===== config.mk =====
export PLATFORM = sky130hd
export DESIGN_NAME = tbps_crc_match
export DESIGN_NICKNAME = d
export VERILOG_FILES = /design/src/rtl/tbps_crc_pkg.sv /design/src/rtl/tbps_crc_sync_fifo.sv /design/src/rtl/tbps_crc_match.sv
export SDC_FILE = /design/constraint.sdc
export NUM_CORES = 1
export LEC_CHECK = 0
export CORE_MARGIN = 2
export CORE_UTILIZATION = 49
export CTS_CLUSTER_DIAMETER = 50
export DETAILED_ROUTE_END_ITERATION = 10
export MAX_ROUTING_LAYER = met4
export PLACE_DENSITY = 0.76
export SLEW_MARGIN = 20
export SYNTH_ARGS = -nofsm -noshare
export SYNTH_HDL_FRONTEND = slang
export SYNTH_HIERARCHICAL = 1
export SYNTH_SLANG_ARGS = --single-unit

===== constraint.sdc =====
create_clock -name clk -period 6.5 [get_ports clk]
set_input_delay 1.3 -clock clk [delete_from_list [all_inputs] [get_ports clk]]
set_output_delay 1.3 -clock clk [all_outputs]
set_load 0.01 [all_outputs]

===== src/rtl/tbps_crc_pkg.sv =====
`default_nettype none
// ============================================================================
// Module      : tbps_crc_pkg
// Description : Shared constants and helpers for the CRC match stage.
// Revision    : 1.0 - initial release
// ============================================================================
package tbps_crc_pkg;

  // Bit positions inside the {missing, pass} result word
  localparam int RES_PASS_BIT    = 0;
  localparam int RES_MISSING_BIT = 1;

  // Reverse the low w bits of v; bits at and above w are returned as zero
  function automatic logic [63:0] bitrev(logic [63:0] v, int w);
    logic [63:0] r;
    r = '0;
    for (int i = 0; i < 64; i++) begin
      if (i < w) begin
        r[i] = v[w-1-i];
      end
    end
    return r;
  endfunction

endpackage
`default_nettype wire


===== src/rtl/tbps_crc_sync_fifo.sv =====
`default_nettype none
// ============================================================================
// Module      : tbps_crc_sync_fifo
// Description : Single-clock FIFO, first-word-fall-through head read from the
//               storage registers. Pointers carry one extra wrap bit so that
//               full and empty can be told apart without a separate counter.
// Revision    : 1.0 - initial release
// ============================================================================
module tbps_crc_sync_fifo #(
  parameter int WIDTH = 32,
  parameter int DEPTH = 16
) (
  input  logic                     clk,
  input  logic                     rst_n,
  input  logic                     push_i,
  input  logic [WIDTH-1:0]         wdata_i,
  input  logic                     pop_i,
  output logic [WIDTH-1:0]         rdata_o,
  output logic                     full_o,
  output logic                     empty_o,
  output logic [$clog2(DEPTH):0]   level_o
);

  localparam int AW = $clog2(DEPTH);

  logic [WIDTH-1:0] mem_q [DEPTH];
  logic [AW:0]      wr_ptr_q, wr_ptr_d;
  logic [AW:0]      rd_ptr_q, rd_ptr_d;
  logic             w_push_ok;
  logic             w_pop_ok;

  assign level_o   = wr_ptr_q - rd_ptr_q;
  assign empty_o   = (wr_ptr_q == rd_ptr_q);
  assign full_o    = (level_o == (AW+1)'(DEPTH));
  assign rdata_o   = mem_q[rd_ptr_q[AW-1:0]];

  // Full blocks a push even when a pop happens in the same cycle
  assign w_push_ok = push_i && !full_o;
  assign w_pop_ok  = pop_i && !empty_o;

  // Pointer next-state: each advances independently, wrapping naturally
  always_comb begin
    wr_ptr_d = wr_ptr_q;
    rd_ptr_d = rd_ptr_q;
    if (w_push_ok) wr_ptr_d = wr_ptr_q + (AW+1)'(1);
    if (w_pop_ok)  rd_ptr_d = rd_ptr_q + (AW+1)'(1);
  end

  // Pointer registers; reset empties the queue
  always_ff @(posedge clk or negedge rst_n) begin
    if (!rst_n) begin
      wr_ptr_q <= '0;
      rd_ptr_q <= '0;
    end else begin
      wr_ptr_q <= wr_ptr_d;
      rd_ptr_q <= rd_ptr_d;
    end
  end

  // Storage write; contents need no reset since the pointers gate visibility
  always_ff @(posedge clk) begin
    if (w_push_ok) begin
      mem_q[wr_ptr_q[AW-1:0]] <= wdata_i;
    end
  end

endmodule
`default_nettype wire


===== src/rtl/tbps_crc_match.sv =====
`default_nettype none
// ============================================================================
// Module      : tbps_crc_match
// Description : Post-processes each raw frame CRC (REFOUT, XOR_OUT), compares
//               it in order against queued expected FCS values and reports a
//               {missing, pass} result with saturating ok/bad statistics.
// Revision    : 1.0 - initial release
// ============================================================================
module tbps_crc_match
  import tbps_crc_pkg::*;
#(
  parameter int          CRC_WIDTH  = 32,
  parameter logic [63:0] XOR_OUT    = 64'hffffffff,
  parameter bit          REFOUT     = 1'b0,
  parameter int          FIFO_DEPTH = 16,
  parameter int          CNT_WIDTH  = 32
) (
  input  logic                          clk,
  input  logic                          rst_n,
  input  logic [CRC_WIDTH-1:0]          i_fcs_axis_tdata,
  input  logic                          i_fcs_axis_tvalid,
  output logic                          i_fcs_axis_tready,
  input  logic [CRC_WIDTH-1:0]          i_crc_axis_tdata,
  input  logic                          i_crc_axis_tvalid,
  output logic [1:0]                    o_res_axis_tdata,
  output logic                          o_res_axis_tvalid,
  output logic [CNT_WIDTH-1:0]          o_ok_cnt,
  output logic [CNT_WIDTH-1:0]          o_bad_cnt,
  output logic                          o_underflow,
  output logic [$clog2(FIFO_DEPTH):0]   o_level
);

  localparam int          LVL_W    = $clog2(FIFO_DEPTH) + 1;
  localparam logic [63:0] CRC_MASK = (CRC_WIDTH >= 64) ? {64{1'b1}}
                                                       : ((64'd1 << CRC_WIDTH) - 64'd1);

  logic                 w_full;
  logic                 w_empty;
  logic                 w_push;
  logic                 w_pop;
  logic [CRC_WIDTH-1:0] w_head;
  logic [LVL_W-1:0]     w_level;
  logic [63:0]          w_crc64;
  logic [63:0]          w_fin64;
  logic                 w_match;

  logic                 ready_q,     ready_d;
  logic                 res_valid_q, res_valid_d;
  logic [1:0]           res_q,       res_d;
  logic [CNT_WIDTH-1:0] ok_cnt_q,    ok_cnt_d;
  logic [CNT_WIDTH-1:0] bad_cnt_q,   bad_cnt_d;
  logic                 underflow_q, underflow_d;

  // Ready comes from registered state only: out-of-reset flag and queue full
  assign i_fcs_axis_tready = ready_q && !w_full;
  assign w_push            = i_fcs_axis_tvalid && i_fcs_axis_tready;
  assign w_pop             = i_crc_axis_tvalid && !w_empty;

  tbps_crc_sync_fifo #(
    .WIDTH (CRC_WIDTH),
    .DEPTH (FIFO_DEPTH)
  ) u_fcs_fifo (
    .clk     (clk),
    .rst_n   (rst_n),
    .push_i  (w_push),
    .wdata_i (i_fcs_axis_tdata),
    .pop_i   (w_pop),
    .rdata_o (w_head),
    .full_o  (w_full),
    .empty_o (w_empty),
    .level_o (w_level)
  );

  // Work in 64 bits so the width-generic reverse and XOR share one path;
  // the mask discards bits above CRC_WIDTH before comparing
  assign w_crc64 = 64'(i_crc_axis_tdata);
  assign w_fin64 = (REFOUT ? bitrev(w_crc64, CRC_WIDTH) : w_crc64) ^ XOR_OUT;
  assign w_match = (((w_fin64 ^ 64'(w_head)) & CRC_MASK) == 64'd0);

  // Result and statistics next-state; counters saturate at all-ones
  always_comb begin
    ready_d     = 1'b1;
    res_valid_d = i_crc_axis_tvalid;
    res_d       = '0;
    ok_cnt_d    = ok_cnt_q;
    bad_cnt_d   = bad_cnt_q;
    underflow_d = underflow_q;
    if (i_crc_axis_tvalid) begin
      if (w_empty) begin
        res_d[RES_MISSING_BIT] = 1'b1;
        underflow_d            = 1'b1;
      end else begin
        res_d[RES_PASS_BIT] = w_match;
      end
      if (res_d[RES_PASS_BIT]) begin
        if (ok_cnt_q != {CNT_WIDTH{1'b1}}) ok_cnt_d = ok_cnt_q + CNT_WIDTH'(1);
      end else begin
        if (bad_cnt_q != {CNT_WIDTH{1'b1}}) bad_cnt_d = bad_cnt_q + CNT_WIDTH'(1);
      end
    end
  end

  // Result and statistics registers
  always_ff @(posedge clk or negedge rst_n) begin
    if (!rst_n) begin
      ready_q     <= 1'b0;
      res_valid_q <= 1'b0;
      res_q       <= '0;
      ok_cnt_q    <= '0;
      bad_cnt_q   <= '0;
      underflow_q <= 1'b0;
    end else begin
      ready_q     <= ready_d;
      res_valid_q <= res_valid_d;
      res_q       <= res_d;
      ok_cnt_q    <= ok_cnt_d;
      bad_cnt_q   <= bad_cnt_d;
      underflow_q <= underflow_d;
    end
  end

  assign o_res_axis_tvalid = res_valid_q;
  assign o_res_axis_tdata  = res_q;
  assign o_ok_cnt          = ok_cnt_q;
  assign o_bad_cnt         = bad_cnt_q;
  assign o_underflow       = underflow_q;
  assign o_level           = w_level;

endmodule
`default_nettype wire


=== Yosys cells after proc, flatten, opt, wreduce, memory -nomap -nowiden ===
Memories as Yosys holds them, arrays and structs flattened.
Index checks and enable logic that the tools add are counted.

* Memories kept: 1
* Bits in writable memories: 512
* Output and inout port bits: 74
* Bits in registers: 79

* Eq/ne operators: 4
* $add $sub $neg: 5
* Multiplexer cells: 6
* Reductions and logical operators: 11
* Bitwise operators: 3

{| class="wikitable"
|+ Memory list
! memory !! words !! width !! read ports !! clocked after memory_dff !! write ports !! RTL line !! source
|-
| u_fcs_fifo.mem_q || 16 || 32 || 1 || 0 || 1 || tbps_crc_sync_fifo.sv:26 || <nowiki>logic [WIDTH-1:0] mem_q [DEPTH];</nowiki>
|}

{| class="wikitable"
|+ Operators by type and width
! operator !! count
|-
| $add A32 B1 Y32 const B || 2
|-
| $logic_not A64 Y1 || 1
|-
| $ne A32 B32 Y1 const B || 2
|-
| $not A32 Y32 || 1
|-
| $xor A32 B32 Y32 || 1
|-
| $add A5 B1 Y5 const B || 2
|-
| $reduce_and A3 Y1 || 2
|-
| $eq A5 B5 Y1 || 1
|-
| $eq A5 B5 Y1 const B || 1
|-
| $logic_and A1 B1 Y1 || 5
|-
| $mux W1 || 5
|-
| $sub A5 B5 Y5 || 1
|-
| $logic_not A1 Y1 || 2
|-
| $mux W2 || 1
|-
| $reduce_and A2 Y1 || 1
|-
| $not A1 Y1 || 1
|}

=== Logic depth before layout (Yosys ltp) ===
* Depth after elaboration: 8
* Mapped depth: 14

=== Cells and area by module ===
The synthesis kept the hierarchy.

{| class="wikitable"
|+ Modules (own cells, without submodules)
! module !! cells each !! area each (um^2) !! times used
|-
| tbps_crc_sync_fifo || 793 || 19954.1 || 1
|-
| tbps_crc_match || 390 || 3834.9 || 1
|}

=== Worst setup path before layout ===
Ideal clock, no wire load.

* Path type: register -> register
* Start: register u_fcs_fifo.rd_ptr_q[2]
* End: memory u_fcs_fifo.mem_q[11][0] (enable)
* Cell stages (with the launch flop): 11
* Arrival: 5134 ps
* Data required time: 6032 ps
* Setup slack: 898 ps
* Cell sequence: dfrtp_1 > inv_2 > buf_1 > ha_1 > and3b_1 > o21ai_0 > a2111oi_4 > nor2b_1 > and2_1 > nand3b_1 > nor3b_1

* Longest elaborated chain between the ends: 8

{| class="wikitable"
|+ RTL lines
! item !! RTL line !! source
|-
| from (decl) || tbps_crc_sync_fifo.sv:28 || <nowiki>logic [AW:0] rd_ptr_q, rd_ptr_d;</nowiki>
|-
| from (signal assigned) || tbps_crc_sync_fifo.sv:56 || <nowiki>rd_ptr_q <= rd_ptr_d;</nowiki>
|-
| $sub A5 B5 Y5 || tbps_crc_sync_fifo.sv:32 || <nowiki>assign level_o = wr_ptr_q - rd_ptr_q;</nowiki>
|-
| $eq A5 B5 Y1 || tbps_crc_sync_fifo.sv:34 || <nowiki>assign full_o = (level_o == (AW+1)'(DEPTH));</nowiki>
|-
| named net w_full || tbps_crc_match.sv:37 || <nowiki>logic w_full;</nowiki>
|-
| $logic_not A1 Y1 || tbps_crc_match.sv:55 || <nowiki>assign i_fcs_axis_tready = ready_q && !w_full;</nowiki>
|-
| $logic_and A1 B1 Y1 || tbps_crc_match.sv:55 ||
|-
| named net i_fcs_axis_tready || tbps_crc_match.sv:22 || <nowiki>output logic i_fcs_axis_tready,</nowiki>
|-
| $logic_and A1 B1 Y1 || tbps_crc_match.sv:56 || <nowiki>assign w_push = i_fcs_axis_tvalid && i_fcs_axis_tready;</nowiki>
|-
| named net w_push || tbps_crc_match.sv:39 || <nowiki>logic w_push;</nowiki>
|-
| $logic_and A1 B1 Y1 || tbps_crc_sync_fifo.sv:38 || <nowiki>assign w_push_ok = push_i && !full_o;</nowiki>
|-
| $mux W1 || tbps_crc_sync_fifo.sv:62 || <nowiki>if (w_push_ok) begin</nowiki>
|-
| $mux W1 (implied by the code) || tbps_crc_sync_fifo.sv:63 || <nowiki>mem_q[wr_ptr_q[AW-1:0]] <= wdata_i;</nowiki>
|-
| to (decl) || tbps_crc_sync_fifo.sv:26 ||
|}

The timed path passes the listed nets, and every way through them passes these cells.

=== Worst setup path after layout ===
* Start: register u_fcs_fifo.rd_ptr_q[0]
* End: output i_fcs_axis_tready

* Longest elaborated chain between the ends: 4

{| class="wikitable"
|+ RTL lines
! item !! RTL line
|-
| $sub A5 B5 Y5 || tbps_crc_sync_fifo.sv:32
|-
| $eq A5 B5 Y1 || tbps_crc_sync_fifo.sv:34
|-
| named net w_full || tbps_crc_match.sv:37
|-
| $logic_not A1 Y1 || tbps_crc_match.sv:55
|-
| $logic_and A1 B1 Y1 || tbps_crc_match.sv:55
|-
| to (decl) || tbps_crc_match.sv:22
|}

The timed path passes the listed nets, and every way through them passes these cells.

==> results.yml <==
detailed_routing:
  ant_nets: 0
  drc: 0
  wl_per_cell_um: 26.6
  routed.top_layer: "met4"
  vias: 12300
  wl_met3_mm: 4.01
  wl_met2_mm: 26.4
  dr.pass1.iters: 5
  drt_iter0_drc: 1437
  wl_mm: 53.9
  wl_met1_mm: 22.3
  viasPerCell: 6.07
power:
  ir_worst_vdd_v: 0.000303
  power_density_nw_per_um2: 396
  p_leak_nw: 9.50
finish:
  layout.core_utilization: 0.585
  stdcell_area_um2: 28000
  syn2layout_area_growth_pct: 17.6
  drive_above_1_share: 0.226
  layoutNonFillerInstCount: 2026
  nNetsFinal: 1441
yosys:
  synth-xor-area-share: 0.0368
  syn_avg_cell_area_um2: 20.1
  synth_top_family_by_area: "multiplexers"
  ys_seq_elements: 591
  synth.top_cell.area_share: 0.646
  synth_cell_types: 58
  yosysSeqAreaShare: 0.729
  syn_inst: 1183
  synth-simple-area-share: 0.0559
  synth_compound_area_frac: 0.00647
  synth-edff-count: 512
  netlist_top_cells_area: "edfxtp_1 65%, mux4_2 15%, dfrtp_1 8.3%"
  synth_ff_type: "edfxtp_1"
  synth_nets: 1263
  synthAdderAreaFrac: 0.00663
  synth_top_area_cell: "edfxtp_1"
  yosysWarnings: 6
  syn_area_um2: 23800
  async_reset_ff_frac: 0.134
  synth.mux.area_fraction: 0.153
die:
  rows: 80
  initial_utilization: 0.497
  pin_count: 142
  die_area_um2: 50300
  core_area_um2: 47800
  die_x_um: 224
  die_h_um: 224
sta:
  hold_violations: 0
  slew_viol_final: 0
  slew_headroom: 0.317
  rsz0062_at_grt: "false"
  whs_ns: 0.490
  worst_pin_slew_ns: 1.02
  min_period_over_period: 0.807
  finClkSkew_ns: 0.0235
  fin_tns_setup_ns: 0
  fmax_mhz: 191
  period_needed_ns: 5.25
  setup_viol: 0
place:
  hpwl_mm: 31.1
  port_buffers: 141
  placed_area_um2: 26000
  dp_cells: 1916
  gp_congestion: 0.858
critical_path:
  reg2reg_to: "o_bad_cnt[8]"
  startpoint_type: "flip-flop"
  path_max_fanout: 34
  worstSetupStartpoint: "u_fcs_fifo/rd_ptr_q[0]"
  cp-end-kind: "primary output"
  rrSetupSlack_ns: 1.85
  reg2reg_from: "u_fcs_fifo/rd_ptr_q[0]"
  worst-setup-path-type: "reg -> out"
  worst_ep_arrival_time_ns: 3.95
  critPathRequiredTime_ns: 5.20
  endpoint: "i_fcs_axis_tready"
  reg2regPathDepth: 10
hold_path:
  hp-class: "reg -> reg"
clocking:
  post_cts.repair.setup_buffers: 0
  cts_buffer_depth: 3
  cts-root-buf: "clkbuf_16"
  cts_max_level: 2
  post_cts_resized: 0
  cts.sinks: 591
  clock_latency_ns: 0.63
  cts_tree: "built"
  cts_buffers: 58
  cts_hold_buf: 0
  clkTransAtPathRegs_ns: 0.06
status:
  status: "completed"
global_routing:
  grt_pass1_wl_mm: 80.2
  grt_pass1_vias: 12500
  overflow: 0
  grt_usage: 0.225
  grt_max_degree: 98
  antenna_found_initial: 1
job:
  maxCapViolations: 0
[placed cells by master, fill, tap and decap left out, types with 3 or more instances in the layout]
master / instances
clkinv_2: 12
inv_6: 3
clkinv_4: 3
and3_1: 4
and3_2: 12
nand4_1: 31
mux4_2: 160
clkdlybuf4s50_1: 140
clkbuf_16: 59
bufinv_16: 7
xor2_1: 84
edfxtp_1: 512
buf_4: 22
a21oi_1: 3
and2_1: 7
nor2_1: 37
o21ai_0: 3
o2111ai_1: 3
nand2_1: 36
nor4b_1: 4
nor3_2: 7
ha_1: 11
xnor2_1: 14
nor2b_1: 4
or2_2: 3
clkbuf_1: 8
nor3_1: 25
clkinv_1: 9
clkinvlp_2: 3
nand3_1: 28
dfrtp_1: 76
buf_12: 4
nor4_1: 16
inv_1: 12
[power breakdown]
part | total (mW) | leakage (nW) | internal, mW | switching [mW]
logic | 3.06 | 2.91 | 1.53 | 1.54
registers | 4.62 | 5.65 | 4.38 | 0.236
clock network | 3.39 | 0.946 | 1.95 | 1.44
total | 11.1 | 9.50 | 7.86 | 3.21
[metal layers]
layer,vias up,GRT usage
li1,5186,-
met1,6481,0.312
met2,558,0.352
met3,78,0.0378
met4,0,0.0632
met5,-,-
[cells in the mapped netlist, drive strengths merged (4+ instances only)]
cell      n
nor2b     6
nand2    36
buf      20
edfxtp  512
and3     16
nor4     17
ha       11
mux4    160
nor3     33
xnor2    15
nor4b     4
clkbuf   29
nand3    28
dfrtp    79
and2      7
nand4    32
xor2     84
inv      13
nor2     38
[how the worst min path moves through the flow]
stage,startpoint,endpoint,cells after the start
after floorplan,u_fcs_fifo/wr_ptr_q[4],u_fcs_fifo/wr_ptr_q[4],1
after global placement,o_underflow,o_underflow,1
after detailed placement,u_fcs_fifo/wr_ptr_q[4],u_fcs_fifo/wr_ptr_q[4],1
after CTS,o_ok_cnt[21],o_ok_cnt[21],1
after global routing,o_bad_cnt[21],o_bad_cnt[21],1
final,o_underflow,o_underflow,1
[metrics by stage]
stage,worst slack (ns),total power [mW]
5_1_grt,0.977,11.5
3_3_place_gp,1.85,7.70
6_report,1.25,11.1
2_1_floorplan,0.898,6.74
4_1_cts,1.15,11.1
3_5_place_dp,1.83,7.75
[logic make-up after synthesis]
kind of cell / count (synthesis)
DFF: 591
adders and majority gates: 12
and+or+nand+nor: 236
muxes: 163
buffers and inverters: 62
other: 1
AOI/OAI and AO/OA: 19
xor gates and xnor gates: 99
[sequential cells by signal, summed over array words and instances, names as in the netlist]
name / cells
u_fcs_fifo/mem_q: 512
o_res_axis_tvalid: 1
u_fcs_fifo/rd_ptr_q: 5
u_fcs_fifo/wr_ptr_q: 5
o_res_axis_tdata: 2
o_underflow: 1
ready_q: 1
o_bad_cnt: 32
o_ok_cnt: 32
[critical path, stage by stage (launching register included)]
cell and delay (ns):
dfrtp_4 0.89, ha_1 0.28, inv_1 0.06, fa_1 0.39, xor2_1 0.18, or3_1 0.35, a2111oi_4 0.53, nor2b_1 0.13
clkdlybuf4s50_1 0.50
[cell type report]
type	count	area [um2]
fillers	3416	19900
flip-flops and latches	591	17400
multi-input cells	530	6200
repair buffers	167	1660
clock buffers	67	1510
well taps	615	769
clock inverters	42	434
inverters	13	48.8
diodes	1	2.50
Power figures use the tool's default switching activity.
